--- src/rtl/dsp_task_scheduler.sv ---
// rtl/dsp_task_scheduler.sv - per-period DSP engine sequencer with result-write multiplexer
module dsp_task_scheduler #(
    parameter int ENGINES     = 2,
    parameter int ACK_TIMEOUT = 16,
    parameter int RUN_TIMEOUT = 4095
) (
    input  logic                  clk_i,
    input  logic                  rst_i,
    input  logic                  trigger_i,
    input  logic [ENGINES-1:0]    engine_mask_i,
    input  logic                  clear_i,
    input  logic [ENGINES-1:0]    wip_i,
    output logic [ENGINES-1:0]    enable_o,
    input  logic [ENGINES-1:0]    mem_we_i,
    input  logic [ENGINES*9-1:0]  mem_addrw_i,
    input  logic [ENGINES*36-1:0] mem_data_i,
    output logic                  mem_we_o,
    output logic [8:0]            mem_addrw_o,
    output logic [35:0]           mem_data_o,
    output logic                  busy_o,
    output logic [1:0]            active_o,
    output logic                  done_o,
    output logic                  overrun_o,
    output logic                  timeout_o
);

    typedef enum logic [1:0] {S_IDLE, S_START, S_RUN, S_NEXT} state_t;

    state_t               r_state;
    logic [ENGINES-1:0]   r_pending;
    logic [ENGINES-1:0]   r_enable;
    logic [1:0]           r_idx;
    logic [15:0]          r_cnt;
    logic                 r_busy;
    logic                 r_done;
    logic                 r_overrun;
    logic                 r_timeout;
    logic                 r_mem_we;
    logic [8:0]           r_mem_addrw;
    logic [35:0]          r_mem_data;

    logic                 w_wip;
    logic                 w_we;
    logic [8:0]           w_addrw;
    logic [35:0]          w_data;
    logic [ENGINES-1:0]   w_remaining;
    logic [1:0]           w_first;
    logic [1:0]           w_next_idx;
    logic                 w_ack_expire;
    logic                 w_run_expire;
    logic                 w_timeout_evt;
    logic                 w_in_slot;

    function automatic logic [1:0] lowest(input logic [ENGINES-1:0] m);
        lowest = '0;
        for (int k = ENGINES - 1; k >= 0; k--) begin
            if (m[k]) lowest = 2'(k);
        end
    endfunction

    function automatic logic [ENGINES-1:0] onehot(input logic [1:0] i);
        onehot = '0;
        for (int k = 0; k < ENGINES; k++) begin
            if (i == 2'(k)) onehot[k] = 1'b1;
        end
    endfunction

    // Select the active engine's handshake and write port.
    always_comb begin
        w_wip   = 1'b0;
        w_we    = 1'b0;
        w_addrw = '0;
        w_data  = '0;
        for (int k = 0; k < ENGINES; k++) begin
            if (r_idx == 2'(k)) begin
                w_wip   = wip_i[k];
                w_we    = mem_we_i[k];
                w_addrw = mem_addrw_i[9*k +: 9];
                w_data  = mem_data_i[36*k +: 36];
            end
        end
    end

    assign w_remaining   = r_pending & ~onehot(r_idx);
    assign w_first       = lowest(engine_mask_i);
    assign w_next_idx    = lowest(w_remaining);
    assign w_ack_expire  = (r_cnt == 16'(ACK_TIMEOUT - 1));
    assign w_run_expire  = (r_cnt == 16'(RUN_TIMEOUT - 1));
    assign w_timeout_evt = ((r_state == S_START) && !w_wip && w_ack_expire) ||
                           ((r_state == S_RUN) && w_wip && w_run_expire);
    assign w_in_slot     = (r_state == S_START) || (r_state == S_RUN);

    always_ff @(posedge clk_i) begin
        if (rst_i) begin
            r_state     <= S_IDLE;
            r_pending   <= '0;
            r_enable    <= '0;
            r_idx       <= '0;
            r_cnt       <= '0;
            r_busy      <= 1'b0;
            r_done      <= 1'b0;
            r_overrun   <= 1'b0;
            r_timeout   <= 1'b0;
            r_mem_we    <= 1'b0;
            r_mem_addrw <= '0;
            r_mem_data  <= '0;
        end else begin
            r_done    <= 1'b0;
            // Set events beat a simultaneous clear.
            r_overrun <= (trigger_i && r_busy) || (r_overrun && !clear_i);
            r_timeout <= w_timeout_evt || (r_timeout && !clear_i);

            r_mem_we <= w_in_slot && w_we;
            if (w_in_slot) begin
                r_mem_addrw <= w_addrw;
                r_mem_data  <= w_data;
            end

            case (r_state)
                S_IDLE: begin
                    if (trigger_i && (engine_mask_i != '0)) begin
                        r_pending <= engine_mask_i;
                        r_idx     <= w_first;
                        r_enable  <= onehot(w_first);
                        r_cnt     <= '0;
                        r_busy    <= 1'b1;
                        r_state   <= S_START;
                    end
                end
                S_START: begin
                    if (w_wip) begin
                        r_enable <= '0;
                        r_cnt    <= '0;
                        r_state  <= S_RUN;
                    end else if (w_ack_expire) begin
                        r_enable <= '0;
                        r_cnt    <= '0;
                        r_state  <= S_NEXT;
                    end else begin
                        r_cnt <= r_cnt + 16'd1;
                    end
                end
                S_RUN: begin
                    if (!w_wip || w_run_expire) begin
                        r_cnt   <= '0;
                        r_state <= S_NEXT;
                    end else begin
                        r_cnt <= r_cnt + 16'd1;
                    end
                end
                default: begin
                    r_pending <= w_remaining;
                    r_cnt     <= '0;
                    if (w_remaining != '0) begin
                        r_idx    <= w_next_idx;
                        r_enable <= onehot(w_next_idx);
                        r_state  <= S_START;
                    end else begin
                        r_busy  <= 1'b0;
                        r_done  <= 1'b1;
                        r_state <= S_IDLE;
                    end
                end
            endcase
        end
    end

    assign enable_o    = r_enable;
    assign mem_we_o    = r_mem_we;
    assign mem_addrw_o = r_mem_addrw;
    assign mem_data_o  = r_mem_data;
    assign busy_o      = r_busy;
    assign active_o    = r_idx;
    assign done_o      = r_done;
    assign overrun_o   = r_overrun;
    assign timeout_o   = r_timeout;

endmodule

--- config.mk ---
export PLATFORM = sky130hd
export DESIGN_NAME = dsp_task_scheduler
export DESIGN_NICKNAME = d
export VERILOG_FILES = /design/src/rtl/dsp_task_scheduler.sv
export SDC_FILE = /design/constraint.sdc
export NUM_CORES = 1
export LEC_CHECK = 0
export ABC_AREA = 1
export CAP_MARGIN = 20
export CORE_ASPECT_RATIO = 1.2
export CORE_MARGIN = 4
export CORE_UTILIZATION = 43
export CTS_BUF_LIST = sky130_fd_sc_hd__clkbuf_4 sky130_fd_sc_hd__clkbuf_8
export DETAILED_ROUTE_END_ITERATION = 8
export PLACE_DENSITY = 0.81
export SKIP_LAST_GASP = 1
export SYNTH_ARGS = -nofsm -noshare
export SYNTH_HDL_FRONTEND = slang
export SYNTH_SLANG_ARGS = --single-unit
--- constraint.sdc ---
create_clock -name clk_i -period 2.2 [get_ports clk_i]
set_input_delay 0.66 -clock clk_i [delete_from_list [all_inputs] [get_ports clk_i]]
set_output_delay 0.66 -clock clk_i [all_outputs]
set_load 0.05 [all_outputs]
==> load_flow_metrics.sql, run 1 <==
INSERT INTO impl_metrics (metric_group, metric, value, unit) VALUES
('run', 'maxCapViolCount', '0', ''),
('worst_setup_path', 'critPathArrivalTime', '1.50', 'ns'),
('grt', 'globalRouteOverflowTotal', '0', ''),
('final_layout', 'drive_gt1_share', '10.53', '%'),
('power', 'total_leakage_power', '2.352', 'nW'),
('worst_setup_path', 'start_kind', 'register', ''),
('power', 'powerDensity', '1308', 'nW/um^2'),
('sta', 'fin_worst_skew', '0.01001', 'ns'),
('synth', 'mappedNetlistNets', '593', ''),
('route', 'drt-wirelength-per-cell', '15.23', 'um'),
('sta', 'grt_setup_unrepaired', 'false', ''),
('clocking', 'hold_buffers', '0', ''),
('power', 'peakVddDrop', '0.7317', 'mV'),
('synth', 'synth_seq_cells', '73', ''),
('synth', 'synth-simple-area-share', '23.53', '%'),
('place', 'numPortBuffers', '152', ''),
('grt', 'first_global_vias', '3862', ''),
('synth', 'synthCells', '487', ''),
('grt', 'pin_count_of_the_biggest_net_entering_global_routing', '49', ''),
('clocking', 'cts_max_path_buffers', '2', ''),
('final_layout', 'areaGrowthSynthToFinish', '51.70', '%'),
('route', 'drt.antenna.violating_nets', '0', ''),
('grt', 'initial_antenna_violation_count', '0', ''),
('route', 'drt_iter0_markers', '95', ''),
('synth', 'seq_area_frac_synth', '42.29', '%'),
('worst_setup_path', 'critical_path_slowest_stage_cell', 'clkdlybuf4s50_1', ''),
('floorplanning', 'num_io_pins', '154', ''),
('sta', 'fin_crit_sh', '98.13', '%'),
('place', 'gp_congestion', '0.8873', ''),
('synth', 'yosys.area_share.adder', '2.172', '%'),
('clocking', 'clkLatencyLatePin', '0.34', 'ns'),
('synth', 'synth_area_per_cell', '7.096', 'um^2'),
('sta', 'final_period_minus_worst_setup_slack', '2.159', 'ns'),
('place', 'placedCellCount', '712', ''),
('hold_path', 'hold_path_class', 'reg -> reg', ''),
('worst_setup_path', 'dominant_delay_contributor_by_cell_family_on_the_critical_path', 'buffers and inverters', ''),
('sta', 'max-slew-margin-rel', '64.44', '%'),
('synth', 'synth_cell_types', '35', ''),
('hold_path', 'timing.hold.worst_path_depth', '2', ''),
('synth', 'compound_gate_portion_of_the_synthesized_area', '23.28', '%'),
('sta', 'max_clock_freq', '463.2', 'MHz'),
('synth', 'synth_xor_xnor_area_share', '1.521', '%'),
('worst_setup_path', 'crit_end_element', 'output pin', ''),
('clocking', 'number_of_setup_buffers_added_after_cts', '0', ''),
('clocking', 'tritoncts.num_buffers', '9', ''),
('hold_path', 'hold-path-endpoint', 'enable_o[1]', ''),
('floorplanning', 'fp-row-count', '35', ''),
('route', 'detailroute.via_count', '3832', ''),
('worst_setup_path', 'worstPathRequired', '1.54', 'ns'),
('synth', 'share_of_synthesized_flip_flops_with_an_asynchronous_set_or_reset', '0', '%'),
('grt', 'globalRouteTotalUtil', '22.80', '%'),
('clocking', 'cts.htree.levels', '3', ''),
('route', 'vias_per_cell', '5.264', ''),
('synth', 'mappedNetlistArea', '3456', 'um^2'),
('worst_setup_path', 'setup.reg_to_reg.worst_slack', '0.45', 'ns'),
('floorplanning', 'die_y', '106.2', 'um'),
('worst_setup_path', 'critical_path.max_stage_delay', '0.82', 'ns'),
('worst_setup_path', 'r2r_cells', '8', ''),
('status', 'result_of_the_run', 'complete, no violations', ''),
('synth', 'synth_edf_count', '0', ''),
('sta', 'worst_slew_pin_tran', '0.5325', 'ns'),
('sta', 'report.final.slew_viol_count', '0', ''),
('worst_setup_path', 'kind_of_critical_path', 'reg -> out', ''),
('grt', 'wire_length_of_the_first_global_routing_pass', '17.82', 'mm'),
('sta', 'hold_viol', '0', ''),
('floorplanning', 'start_util', '44.58', '%'),
('floorplanning', 'die_width', '89.84', 'um'),
('hold_path', 'holdCritStartpoint', 'enable_o[1]', ''),
('clocking', 'clock_sink_count', '73', ''),
('final_layout', 'layoutNonFillerInstCount', '728', ''),
('final_layout', 'insertedDiodeCount', '0', '');
## power breakdown
group	switching [W]	internal (W)	total, W
clock network	0.000506	0.000548	0.00105
registers	0.000197	0.00169	0.00189
logic	0.00262	0.00129	0.00391
total	0.00333	0.00353	0.00686
## timing repair
action,4_1_cts,5_1_grt
pin swaps,0,0
gates resized for setup,1,9
endpoints found under the setup margin,1,9
hold endpoints to repair,0,0
## worst max-delay path by stage
| stage | from | end | slack (ns) | cells past startpoint |
|---|---|---|---|---|
| after detailed placement | engine_mask_i[1] | r_cnt[14] | 0.02 | 10 |
| final | mem_data_o[12] | mem_data_o[12] | 0.04 | 1 |
| after global placement | engine_mask_i[1] | r_cnt[14] | 0.08 | 10 |
| after CTS | mem_data_o[3] | mem_data_o[3] | 0.01 | 1 |
| after global routing | mem_data_o[17] | mem_data_o[17] | 0.0008 | 1 |
| after floorplan | r_state[0] | mem_addrw_o[0] | 0.56 | 8 |
## state kept, by name, summed over array words and instances (netlist names), 2 cells and up
name and flops:
mem_data_o 36, r_cnt 16, mem_addrw_o 9, enable_o 2, r_pending 2, r_state 2
## layout by cell type, fill, tap and decap left out, types with 3 or more instances in the layout
| cell type | Yosys | final |
|---|---|---|
| nand3_1 | 16 | 16 |
| clkbuf_8 | 0 | 9 |
| xor2_1 | 4 | 4 |
| clkdlybuf4s50_1 | 0 | 122 |
| dlymetal6s2s_1 | 0 | 9 |
| o21ai_0 | 52 | 52 |
| a21oi_1 | 100 | 100 |
| nand2_2 | 7 | 7 |
| buf_12 | 0 | 3 |
| nor2_1 | 41 | 41 |
| inv_1 | 26 | 26 |
| dfxtp_1 | 73 | 73 |
| ha_1 | 6 | 6 |
| buf_4 | 3 | 28 |
| nand2_1 | 98 | 98 |
| nand4_1 | 8 | 8 |
## synth_stat cells (3+ instances only)
cell	n	share of area (%)
nand3_1	16	2.3
nand2_2	7	1.3
ha_1	6	2.2
buf_4	3	0.65
xor2_1	4	1.0
nand2_1	98	11
clkbuf_1	19	2.1
inv_1	26	2.8
o21ai_0	52	7.5
nand4_1	8	1.4
buf_1	3	0.33
buf_2	4	0.58
nor2_1	41	4.5
a21oi_1	100	14
dfxtp_1	73	42
## metrics by stage
step	setup slack, ns	utilization, %	hold slack [ns]	power (W)	cell area, um^2
finish	0.04114	67.64	0.4639	0.006858	5243
detailed placement	0.02156	64.84	0.4558	0.005819	5026
global route	0.0008180	67.64	0.4974	0.007294	5243
floorplan	0.5571	-	0.4437	0.004536	3456
CTS	0.01323	67.34	0.4691	0.006883	5220
global placement	0.08311	64.84	0.4488	0.005755	5026
## per-layer routing
layer | global-route usage (%) | part of all wire, %
met5 | 0 | 0
met4 | 7.558 | 2.1
met3 | 9.766 | 9.7
met2 | 40.27 | 49
met1 | 24.54 | 39
## cells by family (layout without fill, tap and decap cells)
logic type      Yosys count  count (layout)
simple gates            184             184
compound gates          158             158
flops                    73              73
buf+inv                  59             208
fa+ha+maj                 6               6
xor+xnor                  6               6
other cells               1               1
## worst reg2reg max path, delay by kind of cell (launching register included)
kind,cells,cell delay (ns)
buffers and inverters,2,0.26
adder cells (fa/ha/maj),1,0.32
AND/OR/NAND/NOR,3,0.24
AO/OA/AOI/OAI,1,0.29
flip-flops,1,0.35
XOR/XNOR,1,0.18
## cell type report
| class | instances | area, um^2 |
|---|---|---|
| repair buffers | 163 | 1613 |
| flip-flops and latches | 73 | 1461 |
| clock inverters | 5 | 56.30 |
| inverters | 29 | 108.9 |
| multi-input cells | 355 | 1749 |
| well taps | 92 | 115.1 |
| fillers | 623 | 2509 |
| clock buffers | 11 | 138.9 |
Power figures use the tool's default switching activity.
==> run 2: changes to the inputs <==
- CTS_CLUSTER_DIAMETER: default -> 100
==> results of run 2 <==
Final layout, timing and power as in run 1 (identical DEF).
==> run 3: changes to the inputs <==
- SLEW_MARGIN: default -> 25
==> results of run 3 <==
Final layout, timing and power as in run 1 (identical DEF).
